`config.mk`:
```
export PLATFORM = sky130hd
export DESIGN_NAME = seq_det_ctrl_flat
export DESIGN_NICKNAME = d
export VERILOG_FILES = /design/src/rtl/seq_det_ctrl_if.sv /design/src/rtl/seq_det_ctrl.sv /design/src/flat_wrapper.sv
export SDC_FILE = /design/constraint.sdc
export NUM_CORES = 1
export LEC_CHECK = 0
export BUFFER_PORTS_ARGS = -buffer_cell sky130_fd_sc_hd__buf_2
export CAP_MARGIN = 20
export CORE_ASPECT_RATIO = 1.25
export CORE_UTILIZATION = 61
export DETAILED_ROUTE_END_ITERATION = 8
export PLACE_DENSITY = 0.86
export RECOVER_POWER = 25
export SKIP_LAST_GASP = 1
export SLEW_MARGIN = 20
export SYNTH_ARGS = -nofsm -noshare
export SYNTH_HDL_FRONTEND = slang
export SYNTH_SLANG_ARGS = --single-unit
```
`constraint.sdc`:
```
create_clock -name clk -period 6.5 [get_ports clk]
set_input_delay 0.975 -clock clk [delete_from_list [all_inputs] [get_ports clk]]
set_output_delay 0.975 -clock clk [all_outputs]
set_load 0.02 [all_outputs]
```
`src/rtl/seq_det_ctrl_if.sv`:
```
// Word handshake between an upstream producer and seq_det_ctrl.
// The master drives valid/data and the slave returns ready.
interface seq_det_ctrl_if #(
   parameter int DATA_W = 8
);
   logic              in_valid;
   logic [DATA_W-1:0] in_data;
   logic              in_ready;

   modport master (output in_valid, output in_data, input in_ready);
   modport slave  (input in_valid, input in_data, output in_ready);
endinterface

```
`src/rtl/seq_det_ctrl.sv`:
```
// Frame controller for the serial "0110" detector: serialises words MSB-first,
// keeps the detector in reset outside RUN and counts its matches per frame.
module seq_det_ctrl #(
   parameter int DATA_W    = 8,
   parameter int FRAME_LEN = 4,
   parameter int CNT_W     = 16
) (
   input  logic             clk,
   input  logic             reset,
   input  logic             start,
   input  logic             abort,
   seq_det_ctrl_if.slave    word,
   output logic             det_a,
   output logic             det_rst,
   input  logic             det_out,
   output logic             busy,
   output logic             frame_done,
   output logic [CNT_W-1:0] match_cnt,
   output logic             underrun
);

   localparam int WC_W = $clog2(FRAME_LEN + 1);
   localparam int BC_W = (DATA_W > 1) ? $clog2(DATA_W) : 1;

   localparam logic [1:0] IDLE = 2'd0;
   localparam logic [1:0] FILL = 2'd1;
   localparam logic [1:0] RUN  = 2'd2;
   localparam logic [1:0] DONE = 2'd3;

   logic [1:0]        state;
   logic [DATA_W-1:0] hold;
   logic              hold_valid;
   logic [DATA_W-1:0] shreg;
   logic [BC_W-1:0]   bit_cnt;
   logic [WC_W-1:0]   word_cnt;
   logic [WC_W-1:0]   accepted;
   logic              accept;

   assign busy          = (state == FILL) || (state == RUN);
   assign det_rst       = (state != RUN);
   assign det_a         = (state == RUN) ? shreg[DATA_W-1] : 1'b0;
   assign word.in_ready = busy && !hold_valid && (accepted < WC_W'(FRAME_LEN));
   assign accept        = word.in_valid && word.in_ready;
   // An abort arriving in the DONE cycle suppresses the completion pulse.
   assign frame_done    = (state == DONE) && !abort;

   always_ff @(posedge clk or negedge reset) begin
      if (!reset) begin
         state      <= IDLE;
         hold       <= '0;
         hold_valid <= 1'b0;
         shreg      <= '0;
         bit_cnt    <= '0;
         word_cnt   <= '0;
         accepted   <= '0;
         match_cnt  <= '0;
         underrun   <= 1'b0;
      end else begin
         case (state)
            IDLE: begin
               if (start) begin
                  state     <= FILL;
                  match_cnt <= '0;
                  underrun  <= 1'b0;
                  accepted  <= '0;
                  word_cnt  <= '0;
               end
            end
            FILL: begin
               if (hold_valid) begin
                  shreg      <= hold;
                  hold_valid <= 1'b0;
                  bit_cnt    <= BC_W'(DATA_W - 1);
                  state      <= RUN;
               end
            end
            RUN: begin
               shreg   <= shreg << 1;
               bit_cnt <= bit_cnt - 1'b1;
               if (det_out && (match_cnt != '1)) begin
                  match_cnt <= match_cnt + 1'b1;
               end
               if (bit_cnt == '0) begin
                  if (word_cnt == WC_W'(FRAME_LEN - 1)) begin
                     state <= DONE;
                  end else if (hold_valid) begin
                     // Seamless reload: the detector keeps its state across words.
                     shreg      <= hold;
                     hold_valid <= 1'b0;
                     bit_cnt    <= BC_W'(DATA_W - 1);
                     word_cnt   <= word_cnt + 1'b1;
                  end else begin
                     word_cnt <= word_cnt + 1'b1;
                     underrun <= 1'b1;
                     state    <= FILL;
                  end
               end
            end
            default: state <= IDLE;
         endcase

         if (accept) begin
            hold       <= word.in_data;
            hold_valid <= 1'b1;
            accepted   <= accepted + 1'b1;
         end

         if (abort) begin
            state      <= IDLE;
            hold_valid <= 1'b0;
         end
      end
   end

endmodule

```
`src/flat_wrapper.sv`:
```
// flat-port wrapper written by rule: the top's interface ports become plain ports
module seq_det_ctrl_flat 
#(
   parameter int DATA_W    = 8,
   parameter int FRAME_LEN = 4,
   parameter int CNT_W     = 16
)
  (clk, reset, start, abort, det_a, det_rst, det_out, busy, frame_done, match_cnt, underrun, word_in_valid, word_in_data, word_in_ready);
  seq_det_ctrl_if #(.DATA_W(DATA_W)) word_i ();
  input  logic clk;
  input  logic reset;
  input  logic start;
  input  logic abort;
  output logic det_a;
  output logic det_rst;
  input  logic det_out;
  output logic busy;
  output logic frame_done;
  output logic [CNT_W-1:0] match_cnt;
  output logic underrun;
  input wire logic [$bits(word_i.in_valid)-1:0] word_in_valid;
  input wire logic [$bits(word_i.in_data)-1:0] word_in_data;
  output wire logic [$bits(word_i.in_ready)-1:0] word_in_ready;
  assign word_i.in_valid = word_in_valid;
  assign word_i.in_data = word_in_data;
  assign word_in_ready = word_i.in_ready;
  seq_det_ctrl #(.DATA_W(DATA_W), .FRAME_LEN(FRAME_LEN), .CNT_W(CNT_W)) u_core (.clk(clk), .reset(reset), .start(start), .abort(abort), .word(word_i), .det_a(det_a), .det_rst(det_rst), .det_out(det_out), .busy(busy), .frame_done(frame_done), .match_cnt(match_cnt), .underrun(underrun));
endmodule
```
==> results_dict.tcl, run 1 <==
set metrics [dict create \
    status "complete, but fails checks" \
    violations "capacitance limit, slew limit" \
    startpoint_type "flop" \
    synth_area_leaders "dfrtp_1, ha_1, nand2_1" \
    finalCritPeriodShare 0.461 \
    gr-usage-all-layers 0.268 \
    yosysSeqAreaShare 0.449 \
    cp.arrival_ns 2.02 \
    insertedDiodeCount 0 \
    p_leak_nw 1.37 \
    final_nets 320 \
    drt-total-wl_mm 5.36 \
    synth_area_leader_cell "dfrtp_1" \
    slew_headroom -0.579 \
    rsz0062_at_grt "false" \
    grt_pass1_vias 2025 \
    synth_top_area_share 0.449 \
    finalSetupViolCount 0 \
    regArea_sq_um 1130 \
    die_area_sq_um 4380 \
    worst_setup_hold_path_clk_slew_ns 0.08 \
    first_pass_iters 4 \
    multi_input_area_sq_um 1290 \
    peakVddDrop_v 0.000277 \
    ios 36 \
    ant_nets 0 \
    ctsResizeCount 0 \
    synth-xor-area-share 0 \
    yosys.area_share.simple 0.220 \
    drive_above_1_share 0.182 \
    place.gp.congestion 0.865 \
    numClockSinks 45 \
    cts_setup_buffers 0 \
    p_comb_frac 0.383 \
    worstPathRequired_ns 5.52 \
    clk_path_buf_depth 2 \
    syn-cell-area_sq_um 2510 \
    drv_slew 46 \
    synth_top_family_by_area "simple AND/OR/NAND/NOR gates" \
    hp-class "reg2reg" \
    async_flop_share 1.00 \
    grt.overflow.total 0 \
    netSwitchingPower_w 0.000401 \
    dieHeight_um 73.7 \
    seq_power_share 0.383 \
    holdBufCountCts 0 \
    avgSynthCellArea_sq_um 9.44 \
    antenna_found_initial 0 \
    grt_pass1_wl_mm 8.83 \
    port_buffers 35 \
    dr_total_vias 2145 \
    p_per_area_nw_per_um2 374 \
    worstPathMaxFanout 19 \
    path_class "reg2out" \
    synth_edf_count 0 \
    p_int_w 0.000664 \
    core_area_sq_um 3850 \
    worstSetupEndpointType "output port" \
    synth_mux_area_frac 0.0758 \
    fmax_ghz 0.334 \
    start_util 0.652 \
    synthCells 266 \
    synthAdderAreaFrac 0.0499 \
    wl_per_cell_um 15.3 \
    syn_nets 290 \
    p_clk_frac 0.234 \
    first_iter_violations 152 \
    synth.distinct_cells 47 \
    htree_levels 2 \
    post-route-util 0.741 \
    cts_tree "done" \
    fin_tns_setup_ns 0 \
    post_drt_via_cell_ratio 6.11 \
    cts_root_buf "clkbuf_8" \
    route.detailed.drc 0 \
    switching_share 0.376 \
    min_period_ns 3.00 \
    num_rows 25 \
    worst_pin_slew_ns 2.37 \
    cts_buffers 5 \
    dpl.hpwl_mm 3.83 \
    synth-seq-cells 45 \
    fillers 313 \
    hold_viol 0 \
    clock_skew_ns 0.00443 \
    grt_max_degree 46 \
    hold_slack_ns 0.487 \
    syn_to_final_growth_pct 13.6 \
    insertion_delay_ns 0.30 \
    synth_compound_area_frac 0.167 \
    synth_ff_type "dfrtp_1" \
    max_cap_viol_count 1 \
    die-width_um 59.4 \
    yosysWarningCount 0 \
]
-- power groups by stage --
| stage | Clock [W] | Sequential (W) | Combinational, W |
|---|---|---|---|
| after CTS | 0.000253 | 0.000408 | 0.000408 |
| final | 0.000249 | 0.000408 | 0.000408 |
| after floorplan | 0 | 0.000405 | 0.000309 |
| after global routing | 0.000265 | 0.000419 | 0.000454 |
| after global placement | 0 | 0.000410 | 0.000392 |
| after detailed placement | 0 | 0.000414 | 0.000406 |
-- area by class of cell --
type | count | share of cell area
inverters | 10 | 0.0132
well taps | 54 | 0.0237
clock inverters | 3 | 0.0228
flip-flops and latches | 45 | 0.395
repair buffers | 38 | 0.0689
multi-input cells | 196 | 0.452
clock buffers | 5 | 0.0241
-- routing by layer --
layer  global-route usage  share of wire
met1                0.315           0.42
met2                0.464           0.53
met3               0.0493          0.036
met4                0.124          0.018
met5                    0              0
-- state kept, by name (all words and copies together) (netlist names) --
register	count
u_core.state	2
u_core.shreg	8
u_core.word_cnt	3
u_core.hold	8
u_core.hold_valid	1
u_core.match_cnt	16
u_core.underrun	1
u_core.bit_cnt	3
u_core.accepted	3
-- cells in the final DEF (no fill, tap or decap), types with 4 or more instances in the layout --
cell / n
o31ai_1: 4
mux2i_1: 10
nor3_1: 14
o21ai_1: 11
nand3_1: 13
inv_1: 9
a31oi_1: 5
and3_1: 9
a21oi_1: 12
a221o_1: 4
nand2_1: 32
or3_1: 4
mux2_2: 6
nor2_1: 9
ha_1: 10
nand4_1: 4
clkbuf_8: 5
dfrtp_1: 45
buf_2: 34
-- worst max-delay path, stage by stage, from the launching register on --
cell     delay [ns]
dfrtp_1        0.42
inv_1          0.13
ha_1           0.48
buf_4          0.34
inv_2          0.16
buf_2          0.19
-- Yosys cell counts, drive strengths merged, types with 3 or more instances --
cell and number:
inv 10, and3 9, dfrtp 45, a211oi 3
nor2 9, clkbuf 10, nor3 14, or3 4
nor2b 3, nand4 5, nand2 32, mux2i 10
buf 5, nor3b 3, a211o 3, o21ai 15
o221ai 3, ha 10, mux2 8, or4 3
a221o 4, o31ai 4, a21oi 12, nand3 13
a31oi 5
-- worst paths after layout --
check | startpoint | endpoint | slack, ns | depth (start not counted)
max in group asynchronous | reset | u_core.state[1] | 3.77 | 1
min in group asynchronous | reset | u_core.match_cnt[3] | 1.38 | 1
setup reg to reg | u_core.state[0] | u_core.match_cnt[6] | 4.03 | 7
hold reg to reg | u_core.shreg[7] | u_core.shreg[7] | 0.49 | 2
hold / removal | u_core.shreg[7] | u_core.shreg[7] | 0.49 | 2
setup / recovery | u_core.state[0] | det_rst | 3.50 | 5
-- stage by stage --
step / instance area (sq um) / worst slack [ns] / total power, W / std cells
floorplan: 2510 / 3.92 / 0.000714 / 266
global placement: 2720 / 3.89 / 0.000802 / 343
detailed placement: 2720 / 3.83 / 0.000820 / 343
CTS: 2850 / 3.55 / 0.00107 / 351
global route: 2850 / 3.25 / 0.00114 / 351
finish: 2850 / 3.50 / 0.00107 / 351
-- logic make-up after synthesis --
group | count (synthesis)
AO/OA/AOI/OAI | 62
adder cells (fa/ha/maj) | 10
buffers and inverters | 25
flip-flops | 45
multiplexers | 18
AND/OR/NAND/NOR | 106
Note: power is estimated with default switching activity, not from simulation.
==> run 2: changes to the inputs <==
- ABC_AREA: unset -> 1
- CORE_UTILIZATION: 61 -> 51
- PLACE_DENSITY: 0.86 -> 0.77
- clock period: 6.5 -> 2.5 ns (I/O delays scaled with it)
==> run 2 against run 1 <==
Against the previous run:
- register-to-register slack worse by 3.5 ns
- core utilization is 12 points lower
- hold slack lost 0.21 ns
- routed wire length shrank 4.1%
- the flow now finishes without violations
==> results_dict.tcl, run 2 <==
set metrics [dict create \
    synthAdderAreaFrac 0.0509 \
    insertedDiodeCount 0 \
    dr_total_vias 2204 \
    p_clk_frac 0.222 \
    worst_pin_slew_ns 0.757 \
    synth_mux_area_frac 0.0183 \
    cts_tree "done" \
    route.detailed.drc 0 \
    die_area_sq_um 5100 \
    synth_ff_type "dfrtp_1" \
    gr-usage-all-layers 0.227 \
    clock_skew_ns 0.00617 \
    post_drt_via_cell_ratio 5.26 \
    yosysWarningCount 0 \
    insertion_delay_ns 0.30 \
    hp-class "in2reg" \
    place.gp.congestion 0.857 \
    syn_to_final_growth_pct 14.8 \
    worst_setup_hold_path_clk_slew_ns 0.08 \
    ys_top_cells_by_count "nand2_1, nor2_1, dfrtp_1" \
    holdBufCountCts 1 \
    core_area_sq_um 4530 \
    reg2regPathDepth 10 \
    synth.distinct_cells 33 \
    timing.hold.worst.start "abort" \
    start_util 0.543 \
    wl_per_cell_um 12.3 \
    synth_area_leaders "dfrtp_1, nand2_1, nor2_1" \
    rrSetupSlack_ns 0.50 \
    synthCells 320 \
    holdPathEnd "u_core.hold_valid" \
    p_leak_nw 1.42 \
    clk_path_buf_depth 2 \
    worstPathRequired_ns 2.12 \
    p_comb_frac 0.387 \
    slew_headroom 0.495 \
    placed_cells 410 \
    synth_compound_area_frac 0.104 \
    min_period_ns 2.08 \
    synth-seq-cells 45 \
    fmax_ghz 0.480 \
    synth_edf_count 0 \
    numClockSinks 45 \
    first_pass_iters 5 \
    regMostFlops "u_core.match_cnt" \
    yosys.area_share.simple 0.296 \
    layout.cells.non_filler 419 \
    netSwitchingPower_w 0.00102 \
    rsz0062_at_grt "false" \
    dieHeight_um 79.6 \
    async_flop_share 1.00 \
    worstSetupEndpointType "output port" \
    finalSetupViolCount 0 \
    antenna_found_initial 0 \
    ant_nets 0 \
    dpl.hpwl_mm 3.90 \
    p_int_w 0.00159 \
    largest_register_ffs 16 \
    ctsResizeCount 0 \
    yosysMostFrequentCell "nand2_1" \
    avgSynthCellArea_sq_um 7.68 \
    seq_power_share 0.390 \
    final_common_cell "nand2_1" \
    synth_top_family_by_area "simple AND/OR/NAND/NOR gates" \
    status "complete, no violations" \
    grt_max_degree 21 \
    finalCritPeriodShare 0.833 \
    num_rows 27 \
    first_iter_violations 204 \
    htree_levels 2 \
    path_class "reg2out" \
    grt_pass1_wl_mm 9.03 \
    syn_nets 344 \
    port_buffers 35 \
    cp.arrival_ns 1.71 \
    final_nets 384 \
    startpoint_type "flop" \
    switching_share 0.391 \
    synth-xor-area-share 0.00713 \
    grt.overflow.total 0 \
    cts_buffers 5 \
    ios 36 \
    synth_top_area_share 0.458 \
    r2r_start "u_core.state[0]" \
    cts_root_buf "clkbuf_8" \
    die-width_um 64.1 \
    layout_common_cells "nand2_1, nor2_1, dfrtp_1" \
    cts_setup_buffers 0 \
    hold_slack_ns 0.272 \
    p_per_area_nw_per_um2 924 \
    worstPathMaxFanout 13 \
    peakVddDrop_v 0.000722 \
    grt_pass1_vias 2100 \
    fin_tns_setup_ns 0 \
    timing.final.ws_setup_ns 0.418 \
    drv_slew 0 \
    timing.rr.end "u_core.word_cnt[0]" \
    hold_depth 2 \
    drive_above_1_share 0.169 \
    synth_area_leader_cell "dfrtp_1" \
    max_cap_viol_count 0 \
    drt-total-wl_mm 5.14 \
    pre_cts_ws_ns 0.471 \
    hold_viol 0 \
    syn-cell-area_sq_um 2460 \
    yosysSeqAreaShare 0.458 \
    reg_top3 "u_core.match_cnt (16), u_core.hold (8), u_core.shreg (8)" \
]
-- run 2: power groups by stage --
stage | Sequential [W] | Clock [W] | Combinational [W]
after floorplan | 0.00102 | 0 | 0.000786
after global placement | 0.00103 | 0 | 0.000983
after detailed placement | 0.00103 | 0 | 0.00101
after CTS | 0.00102 | 0.000592 | 0.00102
after global routing | 0.00104 | 0.000613 | 0.00115
final | 0.00102 | 0.000580 | 0.00101
-- run 2: cell type report --
type	instances	area, sq um
fillers	408	1710
multi-input cells	236	1170
flip-flops and latches	45	1130
repair buffers	40	210
inverters	32	120
clock buffers	6	82.6
well taps	58	72.6
clock inverters	2	37.5
-- run 2: metal layers --
layer	part of all wire	vias up	global-route usage	wire [um]
li1	-	1107	-	-
met1	0.43	1022	0.272	2200
met2	0.51	62	0.399	2610
met3	0.042	13	0.0314	216
met4	0.022	0	0.105	114
met5	0	-	0	0
-- run 2: worst max-delay path, cell delays in order (launching register included) --
cell and delay, ns:
dfrtp_1 0.40, inv_1 0.14, ha_1 0.33, buf_4 0.25, nand2_1 0.07, inv_1 0.06
buf_2 0.16
-- run 2: logic make-up (layout without fill, tap and decap cells) --
| kind of cell | after synthesis | after routing |
|---|---|---|
| buffers and inverters | 39 | 80 |
| AO/OA/AOI/OAI | 43 | 43 |
| adder cells (fa/ha/maj) | 10 | 10 |
| multiplexers | 4 | 4 |
| flip-flops | 45 | 45 |
| XOR/XNOR | 2 | 2 |
| AND/OR/NAND/NOR | 177 | 177 |
-- run 2: how the worst max path moves through the flow --
stage | slack, ns | end | startpoint
after floorplan | 0.68 | u_core.hold[1] | u_core.state[0]
after global placement | 0.62 | u_core.shreg[0] | u_core.state[0]
after detailed placement | 0.47 | u_core.word_cnt[0] | u_core.state[0]
after CTS | 0.40 | det_a | u_core.state[0]
after global routing | 0.27 | det_a | u_core.state[0]
final | 0.42 | det_a | u_core.state[0]
-- run 2: stage by stage --
stage / utilization / power, W / area (sq um)
6_report: 0.623 / 0.00261 / 2820
5_1_grt: 0.623 / 0.00280 / 2820
4_1_cts: 0.624 / 0.00263 / 2830
3_5_place_dp: 0.596 / 0.00204 / 2700
3_3_place_gp: 0.596 / 0.00201 / 2700
2_1_floorplan: - / 0.00181 / 2460
